==> config.mk <==
export PLATFORM = sky130hd
export DESIGN_NAME = hall_commutator
export DESIGN_NICKNAME = d
export VERILOG_FILES = /design/src/rtl/hall_pkg.sv /design/src/rtl/hall_debounce.sv /design/src/rtl/hall_commutator.sv
export SDC_FILE = /design/constraint.sdc
export NUM_CORES = 1
export LEC_CHECK = 0
export CORE_MARGIN = 5
export CORE_UTILIZATION = 55
export DETAILED_ROUTE_END_ITERATION = 8
export PLACE_DENSITY = 0.79
export SLEW_MARGIN = 20
export SYNTH_ARGS = -nofsm -noshare
export SYNTH_HDL_FRONTEND = slang
export SYNTH_SLANG_ARGS = --single-unit
export TNS_END_PERCENT = 5
==> constraint.sdc <==
create_clock -name CLK -period 3.3 [get_ports CLK]
set_clock_uncertainty 0.15 [all_clocks]
set_input_delay 0.495 -clock CLK [delete_from_list [all_inputs] [get_ports CLK]]
set_output_delay 0.495 -clock CLK [all_outputs]
set_load 0.02 [all_outputs]
==> src/rtl/hall_pkg.sv <==
// Shared definitions for the six-step hall commutator:
// sector codes, FSM states, gate bit indices, commutation tables.
package hall_pkg;

  localparam logic [2:0] SEC_A = 3'd0;
  localparam logic [2:0] SEC_B = 3'd1;
  localparam logic [2:0] SEC_C = 3'd2;
  localparam logic [2:0] SEC_D = 3'd3;
  localparam logic [2:0] SEC_E = 3'd4;
  localparam logic [2:0] SEC_F = 3'd5;
  localparam logic [2:0] SECTOR_INVALID = 3'd7;

  typedef enum logic [1:0] {
    ST_OFF,
    ST_DEADTIME,
    ST_DRIVE
  } state_t;

  localparam int GHA = 5;
  localparam int GLA = 4;
  localparam int GHB = 3;
  localparam int GLB = 2;
  localparam int GHC = 1;
  localparam int GLC = 0;

  function automatic logic [2:0] hall_decode(
    input logic [2:0] code
  );
    logic [2:0] s;
    s = SECTOR_INVALID;
    case (code)
      3'b101:  s = SEC_A;
      3'b100:  s = SEC_B;
      3'b110:  s = SEC_C;
      3'b010:  s = SEC_D;
      3'b011:  s = SEC_E;
      3'b001:  s = SEC_F;
      default: s = SECTOR_INVALID;
    endcase
    return s;
  endfunction

  function automatic logic [5:0] comm_gate(
    input logic [2:0] sec,
    input logic       dir
  );
    logic [5:0] g;
    g = '0;
    case (sec)
      SEC_A: begin
        g[dir ? GHC : GHB] = 1'b1;
        g[dir ? GLB : GLC] = 1'b1;
      end
      SEC_B: begin
        g[dir ? GHA : GHB] = 1'b1;
        g[dir ? GLB : GLA] = 1'b1;
      end
      SEC_C: begin
        g[dir ? GHA : GHC] = 1'b1;
        g[dir ? GLC : GLA] = 1'b1;
      end
      SEC_D: begin
        g[dir ? GHB : GHC] = 1'b1;
        g[dir ? GLC : GLB] = 1'b1;
      end
      SEC_E: begin
        g[dir ? GHB : GHA] = 1'b1;
        g[dir ? GLA : GLB] = 1'b1;
      end
      SEC_F: begin
        g[dir ? GHC : GHA] = 1'b1;
        g[dir ? GLA : GLC] = 1'b1;
      end
      default: g = '0;
    endcase
    return g;
  endfunction

endpackage

==> src/rtl/hall_debounce.sv <==
// Two-flop synchroniser followed by a stability filter:
// a code is accepted after DEBOUNCE_CYCLES identical samples.
module hall_debounce
  import hall_pkg::*;
#(
  parameter int          W               = 3,
  parameter int          DEBOUNCE_CYCLES = 16,
  parameter logic [W-1:0] RST_VAL        = '0
) (
  input  logic         clk,
  input  logic         rst_n,
  input  logic [W-1:0] din,
  output logic [W-1:0] sync,
  output logic [W-1:0] stable
);

  localparam logic [7:0] CNT_MAX = 8'(DEBOUNCE_CYCLES - 1);

  logic [W-1:0] s1_q, s1_d;
  logic [W-1:0] s2_q, s2_d;
  logic [W-1:0] prev_q, prev_d;
  logic [W-1:0] stable_q, stable_d;
  logic [7:0]   cnt_q, cnt_d;
  logic         same;

  // Sample chain, saturating run counter and acceptance.
  always_comb begin
    s1_d     = din;
    s2_d     = s1_q;
    prev_d   = s2_q;
    same     = (s2_q == prev_q);
    cnt_d    = '0;
    stable_d = stable_q;
    if (same) begin
      cnt_d = (cnt_q == CNT_MAX) ? cnt_q : cnt_q + 8'd1;
    end
    if (same && cnt_d == CNT_MAX) begin
      stable_d = s2_q;
    end
  end

  // Filter state registers.
  always_ff @(posedge clk or negedge rst_n) begin
    if (!rst_n) begin
      s1_q     <= RST_VAL;
      s2_q     <= RST_VAL;
      prev_q   <= RST_VAL;
      stable_q <= RST_VAL;
      cnt_q    <= '0;
    end else begin
      s1_q     <= s1_d;
      s2_q     <= s2_d;
      prev_q   <= prev_d;
      stable_q <= stable_d;
      cnt_q    <= cnt_d;
    end
  end

  assign sync   = s2_q;
  assign stable = stable_q;

endmodule

==> src/rtl/hall_commutator.sv <==
// Six-step BLDC commutator with dead-time and fault latch.
// HALL_SPEED_EN adds the hall-period measurement.
module hall_commutator
  import hall_pkg::*;
#(
  parameter int DEBOUNCE_CYCLES = 16,
  parameter int DEADTIME_CYCLES = 64,
  parameter int PERIOD_WIDTH    = 24
) (
  input  logic                    CLK,
  input  logic                    reset_n,
  input  logic [2:0]              hall,
  input  logic                    dir,
  input  logic                    enable,
  input  logic                    fault_n,
  output logic [5:0]              gate,
  output logic [2:0]              sector,
  output logic                    hall_error,
  output logic                    fault_latched,
  output logic                    dti_active,
  output logic [PERIOD_WIDTH-1:0] period,
  output logic                    period_valid
);

  localparam logic [9:0] DT_MAX = 10'(DEADTIME_CYCLES - 1);

  logic [2:0] hall_sync_unused;
  logic [2:0] hall_stable;
  logic       flt_sync;
  logic       flt_stable;
  logic [2:0] sec_cur;
  logic       herr;

  hall_debounce #(
    .W(3),
    .DEBOUNCE_CYCLES(DEBOUNCE_CYCLES)
  ) u_hall_db (
    .clk(CLK),
    .rst_n(reset_n),
    .din(hall),
    .sync(hall_sync_unused),
    .stable(hall_stable)
  );

  // Fault filter resets to "no fault" so reset release cannot latch one.
  hall_debounce #(
    .W(1),
    .DEBOUNCE_CYCLES(DEBOUNCE_CYCLES),
    .RST_VAL(1'b1)
  ) u_flt_db (
    .clk(CLK),
    .rst_n(reset_n),
    .din(fault_n),
    .sync(flt_sync),
    .stable(flt_stable)
  );

  assign sec_cur    = hall_decode(hall_stable);
  assign herr       = (sec_cur == SECTOR_INVALID);
  assign sector     = sec_cur;
  assign hall_error = herr;

  logic       flt_q, flt_d;
  logic       flt_set;
  logic       fault;
  state_t     state_q, state_d;
  logic [9:0] dt_q, dt_d;
  logic [2:0] lsec_q, lsec_d;
  logic       ldir_q, ldir_d;
  logic [5:0] gate_q, gate_d;
  logic       stop;
  logic       chg;

  // Sticky fault; the raw set term also stops drive a cycle early.
  always_comb begin
    flt_set = !flt_sync;
    flt_d   = flt_q;
    if (flt_set) begin
      flt_d = 1'b1;
    end else if (!enable && flt_stable) begin
      flt_d = 1'b0;
    end
    fault = flt_q | flt_set;
  end

  // Commutation FSM next state, dead-time counter and gate pattern.
  always_comb begin
    state_d = state_q;
    dt_d    = dt_q;
    lsec_d  = lsec_q;
    ldir_d  = ldir_q;
    stop    = fault | herr | !enable;
    chg     = (sec_cur != lsec_q) || (dir != ldir_q);
    unique case (state_q)
      ST_OFF: begin
        if (!stop) begin
          state_d = ST_DEADTIME;
          dt_d    = DT_MAX;
          lsec_d  = sec_cur;
          ldir_d  = dir;
        end
      end
      ST_DEADTIME: begin
        if (stop) begin
          state_d = ST_OFF;
        end else if (chg) begin
          dt_d   = DT_MAX;
          lsec_d = sec_cur;
          ldir_d = dir;
        end else if (dt_q == '0) begin
          state_d = ST_DRIVE;
        end else begin
          dt_d = dt_q - 10'd1;
        end
      end
      ST_DRIVE: begin
        if (stop) begin
          state_d = ST_OFF;
        end else if (chg) begin
          state_d = ST_DEADTIME;
          dt_d    = DT_MAX;
          lsec_d  = sec_cur;
          ldir_d  = dir;
        end
      end
      default: state_d = ST_OFF;
    endcase
    gate_d = (state_d == ST_DRIVE) ? comm_gate(lsec_d, ldir_d) : '0;
  end

  // Control registers.
  always_ff @(posedge CLK or negedge reset_n) begin
    if (!reset_n) begin
      flt_q   <= 1'b0;
      state_q <= ST_OFF;
      dt_q    <= '0;
      lsec_q  <= SECTOR_INVALID;
      ldir_q  <= 1'b0;
      gate_q  <= '0;
    end else begin
      flt_q   <= flt_d;
      state_q <= state_d;
      dt_q    <= dt_d;
      lsec_q  <= lsec_d;
      ldir_q  <= ldir_d;
      gate_q  <= gate_d;
    end
  end

  assign gate          = gate_q;
  assign fault_latched = flt_q;
  assign dti_active    = (state_q == ST_DEADTIME);

`ifdef HALL_SPEED_EN
  logic [PERIOD_WIDTH-1:0] pcnt_q, pcnt_d;
  logic [PERIOD_WIDTH-1:0] per_q, per_d;
  logic                    pv_q, pv_d;
  logic [2:0]              psec_q, psec_d;

  // Free-running saturating counter captured on valid sector steps.
  always_comb begin
    psec_d = sec_cur;
    pcnt_d = (pcnt_q == '1) ? pcnt_q : pcnt_q + PERIOD_WIDTH'(1);
    per_d  = per_q;
    pv_d   = 1'b0;
    if (sec_cur != psec_q && !herr && psec_q != SECTOR_INVALID) begin
      per_d  = pcnt_q;
      pcnt_d = PERIOD_WIDTH'(1);
      pv_d   = 1'b1;
    end
  end

  // Period measurement registers.
  always_ff @(posedge CLK or negedge reset_n) begin
    if (!reset_n) begin
      pcnt_q <= '0;
      per_q  <= '1;
      pv_q   <= 1'b0;
      psec_q <= SECTOR_INVALID;
    end else begin
      pcnt_q <= pcnt_d;
      per_q  <= per_d;
      pv_q   <= pv_d;
      psec_q <= psec_d;
    end
  end

  assign period       = per_q;
  assign period_valid = pv_q;
`else
  assign period       = '1;
  assign period_valid = 1'b0;
`endif

endmodule

Yosys cells after proc, flatten, opt, wreduce, memory -nomap -nowiden
Cells that the tools add are included.

Flip-flop bits (word level): 55. Bits in latches: 0. Memory bits (writable): 0. ROM bits: 0. Input port bits: 8. Output and inout port bits: 37. Word-level logic and storage cells: 172. Memories kept: 0.

Add/sub/neg operators: 3. Multiply operators: 0. Div/mod/pow operators: 0. $lt $le $gt $ge: 24. Eq/ne operators: 29. Shifts and indexed selects: 0. Muxes and demuxes: 67. Bitwise gates (word level): 9. Reduce and logical (&&, ||, !) cells: 24.

Operators by type and width (count): two-way mux 10 bit (6); demux 1 bit (select 3 bit) (12); bitwise OR 6 bit (6); case mux 6 bit (6 select lines) (1); two-way mux 3 bit (11); equality test 8 x 4 -> 1 bit, second input constant (4); < comparator 3 x 4 -> 1 bit, second input constant (8); two-way mux 8 bit (4); case mux 10 bit (3 select lines) (1); greater-or-equal comparator 3 x 1 -> 1 bit, second input constant (8); two-way mux 2 bit (10); equality test 3 bit, second input constant (6); case mux 3 bit (6 select lines) (1); two-way mux 1 bit (17); adder 8 x 1 -> 8 bit, second input constant (2); < comparator 2 x 4 -> 1 bit, second input constant (4); logical AND 1 bit (15); equality test 3 x 2 -> 1 bit, second input constant (4); logical NOT 10 bit (1); inequality test 2 bit, second input constant (5); subtractor 10 x 1 -> 10 bit, second input constant (1); greater-or-equal comparator 2 x 1 -> 1 bit, second input constant (4); equality test 3 x 1 -> 1 bit, second input constant (2); two-way mux 6 bit (1); other kinds (18) (22).

Depth between registers and ports, before layout
Gate-level depths: netlist of run 1.

Depth in word-level cells: 15. Gate-level depth with buffers: 10. Depth with buffers taken out: 10.

Modules after synthesis
From an unflattened synthesis of run 1, not the netlist that was laid out.

Cells, all modules: 346. Area total of the unflattened synthesis: 3409.5 sq um.

Modules (own cells, without submodules): hall_commutator (times used 1, cells an instance 208, area an instance 1801.7 sq um, sequential area each 579.3 sq um); hall_debounce (u_hall_db) (times used 1, cells an instance 70, area an instance 888.4 sq um, sequential area each 500.5 sq um); hall_debounce (u_flt_db) (times used 1, cells an instance 68, area an instance 719.4 sq um, sequential area each 305.3 sq um).

Worst setup path after synthesis of run 1
Ideal clock, no wire load.

Path type: register to register. From: register lsec_q[1]. To: register gate_q[0], in the netlist gate[0]. Setup time: 0.078 ns. Arrival: 2.125 ns. Data required time: 3.072 ns. Setup slack: 0.947 ns. Stages on the path, launching flop included: 9. Buffers on the path: 0. Period minus slack after synthesis: 2.353 ns. Path through: dfstp_2 -> or4b_1 -> o2111ai_2 -> nand2_4 -> nor3b_4 -> nand3_2 -> a211oi_2 -> nand2_2 -> a21oi_1.

Elaborated cells between the ends (all ways): 101. Those cells by class: order compare (24); eq/ne (7); mux (50); bitwise (6); reduce/logical (14).

RTL lines: from (decl) (RTL line hall_commutator.sv:68) `logic [2:0] lsec_q, lsec_d;`; from (signal assigned) (RTL line hall_commutator.sv:144) `lsec_q <= lsec_d;`; inequality test 3 bit (*) (RTL line hall_commutator.sv:93) `chg = (sec_cur != lsec_q) || (dir != ldir_q);`; logical OR 1 bit (*) (RTL line hall_commutator.sv:93); two-way mux 2 bit, on equally long branches (RTL line hall_commutator.sv:119, hall_commutator.sv:106); two-way mux 2 bit, on equally long branches (RTL line hall_commutator.sv:117, hall_commutator.sv:104); case mux 2 bit (3 select lines) (*) (RTL line hall_commutator.sv:94) `unique case (state_q)`; named net state_d[1] (RTL line hall_commutator.sv:66) `state_t state_q, state_d;`; equality test 2 bit (*) (RTL line hall_commutator.sv:128) `gate_d = (state_d == ST_DRIVE) ? comm_gate(lsec_d, ldir_d) : '0;`; two-way mux 6 bit (*) (RTL line hall_commutator.sv:128); named net gate_d[0] (RTL line hall_commutator.sv:70) `logic [5:0] gate_q, gate_d;`; to (signal assigned) (RTL line hall_commutator.sv:146) `gate_q <= gate_d;`; to (decl) (RTL line hall_commutator.sv:70).

Mark *: on every way through the listed nets, which the timed path passes. The rest lies on a longest branch. A chain may end at the register's enable or synchronous reset.

Final worst setup path of run 1
From: register u_hall_db.stable_q[0], in the netlist u_hall_db.stable[0]. To: output port hall_error.

Longest elaborated chain between the ends: 3. Elaborated cells between the ends (all ways): 8. Those cells by class: eq/ne (7); mux (1).

RTL lines: from (decl) (RTL line hall_debounce.sv:22) `logic [W-1:0] stable_q, stable_d;`; from (signal assigned) (RTL line hall_debounce.sv:54) `stable_q <= stable_d;`; equality test 3 x 1 -> 1 bit, or another cell as far along (RTL line hall_pkg.sv:31) `case (code)`; case mux 3 bit (6 select lines) (*) (RTL line hall_pkg.sv:31); equality test 3 bit (*) (RTL line hall_commutator.sv:59) `assign herr = (sec_cur == SECTOR_INVALID);`; to (decl) (RTL line hall_commutator.sv:18) `output logic hall_error,`.

Every way passes the cells marked *; elsewhere a longest branch is shown, timed or not.

==> flow_summary_export.csv, run 1 <==
group,metric,value,unit
place,dp_cells,435,
clocking,cts_root_buffer,"clkbuf_8",
yosys,synth_top_area_cell,"dfrtp_1",
yosys,ys_top_cells_by_area,"dfrtp_1 38%, buf_4 5.9%, dfstp_2 5.8%",
layout,diodes,0,
power,leakagePower,1.49,nW
detailed_routing,final_antenna_net_count,0,
global_route,gr-total-overflow,0,
power,ir_worst_vdd,0.000289,V
worst_setup_path,cp_slowest_cell,"clkdlybuf4s50_1",
die,rows,27,
global_route,grt_max_degree,33,
worst_setup_path,ff2ff_path_depth,7,
sta,fin_crit_sh,81.3,%
global_route,antenna_found_initial,0,
layout,syn_to_final_growth,9.06,%
worst_setup_path,cp_num_buf_inv,2,
yosys,synth_top_area_share,38.0,%
worst_setup_path,crit_arrival,2040,ps
detailed_routing,first_iter_violations,78,
layout,final_nets,385,
place,place_congestion,0.864,
layout,fillers,505,
die,ioPinCount,45,
sta,max_clock_freq,0.373,GHz
sta,finalHoldViolations,0,
worst_setup_path,criticalPathCategory,"flop to primary output",
clocking,cts_max_level,2,
yosys,synth-seq-cells,55,
global_route,grt_pass1_vias,2286,
sta,worst_slew_pin_slew,663,ps
place,io_buffers,19,
yosys,syn_inst,349,
yosys,synth_common_cells,"48 x dfrtp_1, 41 x nand2_1, 32 x nor2_1",
flow_run,maxCapViolations,0,
die,start_util,57.1,%
yosys,synth_warnings,0,
layout,drive_above_1_share,10.8,%
yosys,synth.most_common_cell,"dfrtp_1",
worst_setup_path,cpPeakStageDelay,590,ps
yosys,netlist-cell-type-count,57,
yosys,synth-edff-count,0,
worst_setup_path,crit_chain,"nor3_1, nor2_1, inv_1, clkdlybuf4s50_1",
die,core_area,5540,um^2
worst_setup_path,crit_fanout,14,
detailed_routing,finalWirelength,5870,um
clocking,path_clk_slew,100,ps
die,dieHeight,85.8,um
die,dieArea,7370,um^2
die,die_x,85.8,um
clocking,cts_tree,"built",
clocking,cts_setup_buffers,0,
worst_setup_path,cp-start-kind,"flop",
worst_setup_path,worstPathRequired,2650,ps
worst_setup_path,cp.depth,4,
yosys,syn_area,3160,um^2
global_route,grt_pass1_wl,10200,um
clocking,hold_buffers,0,
power,powerDensity,357,nW/um^2
yosys,synthFlopType,"dfrtp_1",
sta,relSlewSlack,55.6,%
min_path,hold_class,"input port to asynchronous set/reset pin",
clocking,cts_sinks,55,
clocking,numCtsBuffers,5,
global_route,track_usage,16.8,%
detailed_routing,drc,0,
detailed_routing,drtPass1Iterations,5,
sta,setup_tns,0,ps
place,hpwl,4390,um
clocking,clkLatencyLatePin,310,ps
sta,setup_viol,0,
worst_setup_path,critPathTopFamily,"buffers and inverters",
yosys,synthArstFlopShare,100,%
sta,finalMaxSlewViolations,0,
sta,min_period,2680,ps
sta,rsz0062_at_grt,"no",
detailed_routing,viasPerCell,5.52,
clocking,clk_path_buf_depth,2,
detailed_routing,vias,2445,
yosys,avgSynthCellArea,9.06,um^2
outcome,status,"finished clean",
detailed_routing,routedWlPerCell,13.2,um
clocking,post_cts_resized,0,
layout,stdcell_count,443,
worst_setup_path,end_kind,"primary output",
yosys,ys_seq_area_share,43.8,%
placed cells by master (no fill, tap or decap), types with 3 or more instances in the layout:
cell             count
o31ai_1              4
dfrtp_1             48
a21oi_1             20
nand3_1             14
mux2_2               4
nor2_1              32
nor3b_1              4
buf_4                4
a211oi_1             3
clkdlybuf4s50_1     18
o21ai_0             23
nor2b_1              3
or3_1                4
dfstp_2              7
nand2b_1             3
inv_1               12
nor3_1              15
ha_1                 7
xnor2_1              9
and3_1               5
clkbuf_8             5
nor4_1               5
nand2_1             41
xor2_1               6
conb_1              25
cell type report:
class	instances	area [um^2]	area share (%)
timing repair buffer	23	215	6.24
sequential	55	1390	40.2
inverter	13	48.8	1.42
tap	72	90.1	2.61
clock buffer	5	68.8	2.00
multi-input combinational	272	1600	46.3
clock inverter	3	43.8	1.27
flip-flops by register name (all words and copies together), names as in the netlist:
name / flops
u_flt_db.stable: 1
dt_q: 10
u_flt_db.cnt_q: 8
u_hall_db.sync: 3
u_hall_db.cnt_q: 8
u_hall_db.stable: 3
lsec_q: 3
u_flt_db.s1_q: 1
ldir_q: 1
u_hall_db.prev_q: 3
u_hall_db.s1_q: 3
u_flt_db.sync: 1
state_q: 2
gate: 6
u_flt_db.prev_q: 1
fault_latched: 1
routing by layer:
| layer | share of wire, % | track usage [%] |
|---|---|---|
| met5 | 0 | 0 |
| met4 | 1.1 | 3.74 |
| met3 | 4.4 | 2.69 |
| met2 | 48 | 27.4 |
| met1 | 46 | 23.5 |
cell families after synthesis:
family	Yosys count	share of synthesized area, %
fa+ha+maj	7	2.77
mux	6	2.06
flops	55	43.8
buf+inv	45	8.43
other cells	2	0.238
xor+xnor	15	4.16
simple gates	148	24.2
compound gates	71	14.3
report_power, final:
part / switching [mW] / leakage (nW) / internal, mW
Clock: 0.217 / 0.0581 / 0.226
Sequential: 0.0136 / 0.704 / 0.690
Combinational: 0.0601 / 0.724 / 0.0253
path summary, 6_finish.rpt:
path	start	end	slack [ps]
setup / recovery	u_hall_db.stable[0]$_DFFE_PN0P_	hall_error	620
hold / removal	reset_n	u_flt_db.cnt_q[6]$_DFF_PN0_	4
setup reg to reg	u_hall_db.stable[0]$_DFFE_PN0P_	dt_q[5]$_DFFE_PN0P_	660
hold reg to reg	u_hall_db.s1_q[2]$_DFF_PN0_	u_hall_db.sync[2]$_DFF_PN0_	210
max in group asynchronous	reset_n	lsec_q[0]$_DFF_PN1_	2160
min in group CLK	u_hall_db.s1_q[2]$_DFF_PN0_	u_hall_db.sync[2]$_DFF_PN0_	210
worst reg2reg max path, delay by kind of cell (launching register included):
kind / cells / cell delay (ps)
flip-flops: 1 / 520
AND/OR/NAND/NOR: 4 / 1340
AO/OA/AOI/OAI: 3 / 540
metrics by stage:
step / hold slack [ps] / total power [mW] / instance area (um^2) / setup WS [ps] / utilization [%]
floorplan: 49.4 / 0.794 / 3250 / 947 / -
global placement: 184 / 0.801 / 3340 / 466 / 60.2
detailed placement: 197 / 0.803 / 3340 / 376 / 60.2
CTS: 20.7 / 1.25 / 3450 / 626 / 62.2
global route: 70.8 / 1.28 / 3450 / 235 / 62.2
finish: 3.85 / 1.23 / 3450 / 617 / 62.2
Note: power is estimated with default switching activity, not from simulation.
==> inputs of run 2 (changes only) <==
- CORE_UTILIZATION: 55 -> 49
- PLACE_DENSITY: 0.79 -> 0.75
- clock period: 3.3 -> 2.2 ns (I/O delays scaled with it)
==> run 2 against run 1 <==
The flow now finishes with violations (setup timing). Flip-flop and latch count unchanged. Largest power group unchanged. Final cell count up 16%. Combinational power up 94%. Hold slack better by 210 ps.
==> flow_summary_export.csv, run 2 (synthesized netlist as in run 1, its figures left out) <==
group,metric,value,unit
global_route,grt_pass1_wl,11900,um
worst_setup_path,crit_arrival,2480,ps
detailed_routing,finalWirelength,7270,um
power,powerDensity,463,nW/um^2
clocking,numCtsBuffers,5,
clocking,cts_root_buffer,"clkbuf_8",
sta,worst_slack,-187,ps
detailed_routing,viasPerCell,5.32,
global_route,met3_usage,3.25,%
detailed_routing,final_antenna_net_count,0,
die,rows,29,
sta,max_clock_freq,0.419,GHz
layout,largest_reg_flops,10,
place,post-place-ws,-448,ps
layout,largest_registers,"dt_q: 10 flops, u_flt_db.cnt_q: 8 flops, u_hall_db.cnt_q: 8 flops",
worst_setup_path,r2r-start,"u_hall_db.stable[0]$_DFFE_PN0P_",
sta,finalMaxSlewViolations,0,
layout,drive_above_1_share,30.6,%
layout,fillers,525,
min_path,hold_end,"u_hall_db.sync[0]$_DFF_PN0_",
place,io_buffers,19,
die,start_util,50.1,%
outcome,violations,"setup timing",
clocking,clk_path_buf_depth,2,
clocking,cts_tree,"built",
sta,min_period,2390,ps
clocking,clkLatencyLatePin,310,ps
place,place_congestion,0.871,
global_route,gr-total-overflow,0,
layout,stdcell_count,515,
sta,worst_slew_pin_slew,574,ps
place,post_dp_cell_area,3850,um^2
detailed_routing,drc,0,
worst_setup_path,crit_fanout,6,
layout,regMostFlops,"dt_q",
detailed_routing,vias,2738,
layout,layout_commonest_cell,"buf_4",
place,hpwl,5170,um
clocking,cts_max_level,2,
worst_setup_path,criticalPathCategory,"flop to flop",
place,dp_cells,501,
layout,syn_to_final_growth,30.8,%
detailed_routing,drtPass1Iterations,4,
global_route,busiest_layer,"met2",
worst_setup_path,reg2reg_to,"gate[0]$_DFF_PN0_",
detailed_routing,first_iter_violations,87,
worst_setup_path,cp-start-kind,"flop",
worst_setup_path,ff2ff_path_depth,8,
detailed_routing,routedWlPerCell,14.1,um
global_route,track_usage,17.3,%
worst_setup_path,cp_slowest_cell,"or4b_4",
sta,setup_tns,-1740,ps
layout,final_nets,452,
global_route,grt_use_met2,29.7,%
power,ir_worst_vdd,0.000392,V
worst_setup_path,worstPathRequired,2290,ps
layout,diodes,0,
sta,fin_crit_sh,108,%
sta,setup_viol,15,
worst_setup_path,cpPeakStageDelay,580,ps
min_path,whs_path_depth,0,
die,die_x,90.3,um
sta,rsz0062_at_grt,"yes",
clocking,path_clk_slew,100,ps
flow_run,maxCapViolations,0,
sta,relSlewSlack,61.7,%
min_path,holdCritStartpoint,"u_hall_db.s1_q[0]$_DFF_PN0_",
global_route,grtUsageMet1,21.5,%
outcome,status,"finished with violations",
sta,finalHoldViolations,0,
clocking,cts_sinks,55,
die,ioPinCount,45,
die,dieArea,8160,um^2
worst_setup_path,end_kind,"flop",
layout,final_cell_mix,"67 x buf_4, 44 x dfrtp_1, 39 x nand2_1, 30 x nor2_1, 25 x conb_1",
global_route,grt_max_degree,33,
layout,fin_util,65.5,%
die,core_area,6310,um^2
worst_setup_path,crit_chain,"or4b_4, o2111ai_4, nand2_4, nor3b_4, nand3_2, a211oi_4, nand2_2, a21oi_1",
power,leakagePower,1.85,nW
global_route,grt_pass1_vias,2671,
layout,post-route-cell-area,4140,um^2
die,dieHeight,90.3,um
worst_setup_path,r2r_slack,-190,ps
global_route,antenna_found_initial,0,
min_path,hold_class,"flop to flop",
[run 2: final cells by class]
type	instances	area (um^2)	share of cell area, %
multi-input cells	272	1750	42.3
flip-flops and latches	55	1390	33.6
repair buffers	90	736	17.8
well taps	77	96.3	2.33
clock buffers	5	68.8	1.66
inverters	13	48.8	1.18
clock inverters	3	47.5	1.15
[run 2: worst max-delay path, delay by kind of cell (launching register included)]
family             cells  cell delay, ps
and+or+nand+nor        5            1160
AOI/OAI and AO/OA      3             540
DFF                    1             470
[run 2: what timing repair did]
action | CTS | global route
hold endpoints to repair | 19 | 0
pin swaps | 4 | 7
setup endpoints to repair | 25 | 24
gates resized for setup | 17 | 27
setup buffers | 0 | 5
hold buffers | 1 | 0
[run 2: layer usage]
layer  routed length, um  vias to the layer above
li1                    -                     1347
met1                3180                     1326
met2                3710                       55
met3                 258                       10
met4                 111                        0
met5                   0                        -
[run 2: how the worst max path moves through the flow]
| stage | depth (start not counted) | slack (ps) | from | to |
|---|---|---|---|---|
| floorplan | 8 | -80 | lsec_q[1]$_DFF_PN1_ | gate[0]$_DFF_PN0_ |
| global placement | 8 | -300 | enable | gate[0]$_DFF_PN0_ |
| detailed placement | 9 | -450 | enable | gate[3]$_DFF_PN0_ |
| CTS | 8 | -200 | u_flt_db.sync$_DFF_PN1_ | gate[2]$_DFF_PN0_ |
| global route | 9 | -350 | u_flt_db.sync$_DFF_PN1_ | gate[2]$_DFF_PN0_ |
| finish | 8 | -190 | u_hall_db.stable[0]$_DFFE_PN0P_ | gate[0]$_DFF_PN0_ |
[run 2: power by group]
group / total [mW] / internal, mW / switching (mW)
Clock: 0.699 / 0.346 / 0.353
Sequential: 1.05 / 1.04 / 0.0165
Combinational: 0.166 / 0.0609 / 0.105
Total: 1.92 / 1.44 / 0.475
[run 2: per-stage QoR]
| step | total power, mW | hold WS (ps) |
|---|---|---|
| CTS | 1.93 | 211 |
| global placement | 1.22 | 182 |
| global route | 2.00 | 218 |
| finish | 1.92 | 209 |
| detailed placement | 1.23 | 187 |
| floorplan | 1.19 | -116 |
==> inputs of run 3 (changes only) <==
- SETUP_SLACK_MARGIN: default -> 0.5
==> run 3 against run 2 <==
The run still ends with setup timing left. Power increased by 0.75%. Largest cell class unchanged. Flip-flop and latch count stayed put. Hold slack about the same. Critical endpoint unchanged. Utilization increased by 5.5 points.
==> flow_summary_export.csv, run 3 (synthesized netlist as in run 1, its figures left out) <==
group,metric,value,unit
worst_setup_path,ff2ff_path_depth,9,
sta,finalMaxSlewViolations,0,
clocking,numCtsBuffers,5,
worst_setup_path,crit_fanout,6,
detailed_routing,drtPass1Iterations,4,
outcome,violations,"setup timing",
layout,diodes,0,
die,rows,29,
clocking,cts_tree,"built",
detailed_routing,final_antenna_net_count,0,
power,ir_worst_vdd,0.000406,V
layout,regMostFlops,"dt_q",
layout,syn_to_final_growth,41.9,%
clocking,clkLatencyLatePin,320,ps
place,post-place-ws,-448,ps
clocking,cts_sinks,55,
global_route,grt_pass1_wl,13600,um
place,dp_cells,501,
power,powerDensity,430,nW/um^2
detailed_routing,viasPerCell,5.61,
global_route,grt_use_met2,35.2,%
detailed_routing,drc,0,
global_route,track_usage,20.3,%
worst_setup_path,crit_arrival,2540,ps
clocking,cts_root_buffer,"clkbuf_8",
layout,post-route-cell-area,4490,um^2
detailed_routing,vias,2959,
sta,setup_viol,20,
min_path,hold_class,"flop to flop",
sta,worst_slew_pin_slew,588,ps
global_route,busiest_layer,"met2",
place,hpwl,5170,um
place,place_congestion,0.871,
layout,final_nets,464,
die,ioPinCount,45,
detailed_routing,routedWlPerCell,16.7,um
layout,layout_commonest_cell,"buf_4",
layout,largest_reg_flops,10,
worst_setup_path,criticalPathCategory,"flop to flop",
sta,worst_slack,-240,ps
global_route,antenna_found_initial,0,
power,leakagePower,2.01,nW
flow_run,maxCapViolations,0,
clocking,cts_max_level,2,
place,io_buffers,19,
die,dieArea,8160,um^2
sta,rsz0062_at_grt,"yes",
place,post_dp_cell_area,3850,um^2
worst_setup_path,end_kind,"flop",
global_route,gr-total-overflow,0,
sta,fin_crit_sh,111,%
detailed_routing,finalWirelength,8820,um
min_path,whs_path_depth,0,
die,core_area,6310,um^2
sta,setup_tns,-2770,ps
sta,finalHoldViolations,0,
worst_setup_path,cp-start-kind,"flop",
sta,hold_slack,209,ps
worst_setup_path,worstPathRequired,2300,ps
die,start_util,50.1,%
sta,relSlewSlack,60.8,%
detailed_routing,first_iter_violations,131,
die,die_x,90.3,um
outcome,status,"finished with violations",
layout,stdcell_count,527,
sta,max_clock_freq,0.410,GHz
global_route,grtUsageMet1,24.1,%
global_route,met3_usage,3.83,%
global_route,grt_max_degree,33,
clocking,clk_path_buf_depth,2,
die,dieHeight,90.3,um
layout,drive_above_1_share,40.0,%
layout,largest_registers,"dt_q: 10 flops, u_flt_db.cnt_q: 8 flops, u_hall_db.cnt_q: 8 flops",
clocking,path_clk_slew,110,ps
sta,min_period,2440,ps
global_route,grt_pass1_vias,2877,
layout,final_cell_mix,"69 x buf_4, 44 x dfrtp_1, 37 x nand2_1, 27 x nor2_1, 25 x conb_1",
run 3: path summary, 6_finish.rpt:
| kind | from | to | slack, ps |
|---|---|---|---|
| setup / recovery | u_hall_db.stable[1]$_DFFE_PN0P_ | gate[0]$_DFF_PN0_ | -240 |
| max in group asynchronous | reset_n | lsec_q[1]$_DFF_PN1_ | 860 |
| hold / removal | u_hall_db.s1_q[0]$_DFF_PN0_ | u_hall_db.sync[0]$_DFF_PN0_ | 210 |
| setup reg to reg | u_hall_db.stable[1]$_DFFE_PN0P_ | gate[0]$_DFF_PN0_ | -240 |
| min in group asynchronous | reset_n | u_hall_db.cnt_q[0]$_DFF_PN0_ | 380 |
| hold reg to reg | u_hall_db.s1_q[0]$_DFF_PN0_ | u_hall_db.sync[0]$_DFF_PN0_ | 210 |
run 3: repair_timing:
item                                    CTS  global route
endpoints found under the setup margin   40            37
hold endpoints to repair                 19             0
setup buffers                            10             7
hold buffers                              1             0
pin swaps                                24            19
resized for setup                        96            43
run 3: final cells by class:
class                   count  area, um^2
clock inverters             3        47.5
flip-flops and latches     55        1390
multi-input cells         272        1960
inverters                  13        48.8
well taps                  77        96.3
repair buffers            102         875
clock buffers               5        68.8
fillers                   441        1830
run 3: critical path, cell delays in order, from the launching register on:
cell and delay (ps):
dfrtp_2 490, buf_6 140, buf_6 120, nand2_4 70, or3b_4 420, a211oi_4 260
a21o_2 180, inv_2 60, or3_1 360, a21oi_2 130
run 3: metrics by stage:
| step | util, % | power [mW] |
|---|---|---|
| CTS | 67.4 | 1.93 |
| global route | 71.0 | 2.01 |
| detailed placement | 61.1 | 1.23 |
| finish | 71.0 | 1.93 |
| global placement | 61.1 | 1.22 |
| floorplan | - | 1.19 |
run 3: power by group:
group	total (mW)	internal, mW	switching [mW]	leakage, nW
clock network	0.702	0.346	0.356	0.0587
registers	1.05	1.04	0.0185	0.699
logic	0.176	0.0641	0.111	1.25
run 3: layer usage:
metal  part of all wire (%)  up-vias
met4                    4.5        0
met2                     51      102
li1                       -     1378
met5                      0        -
met1                     39     1443
met3                    5.1       36
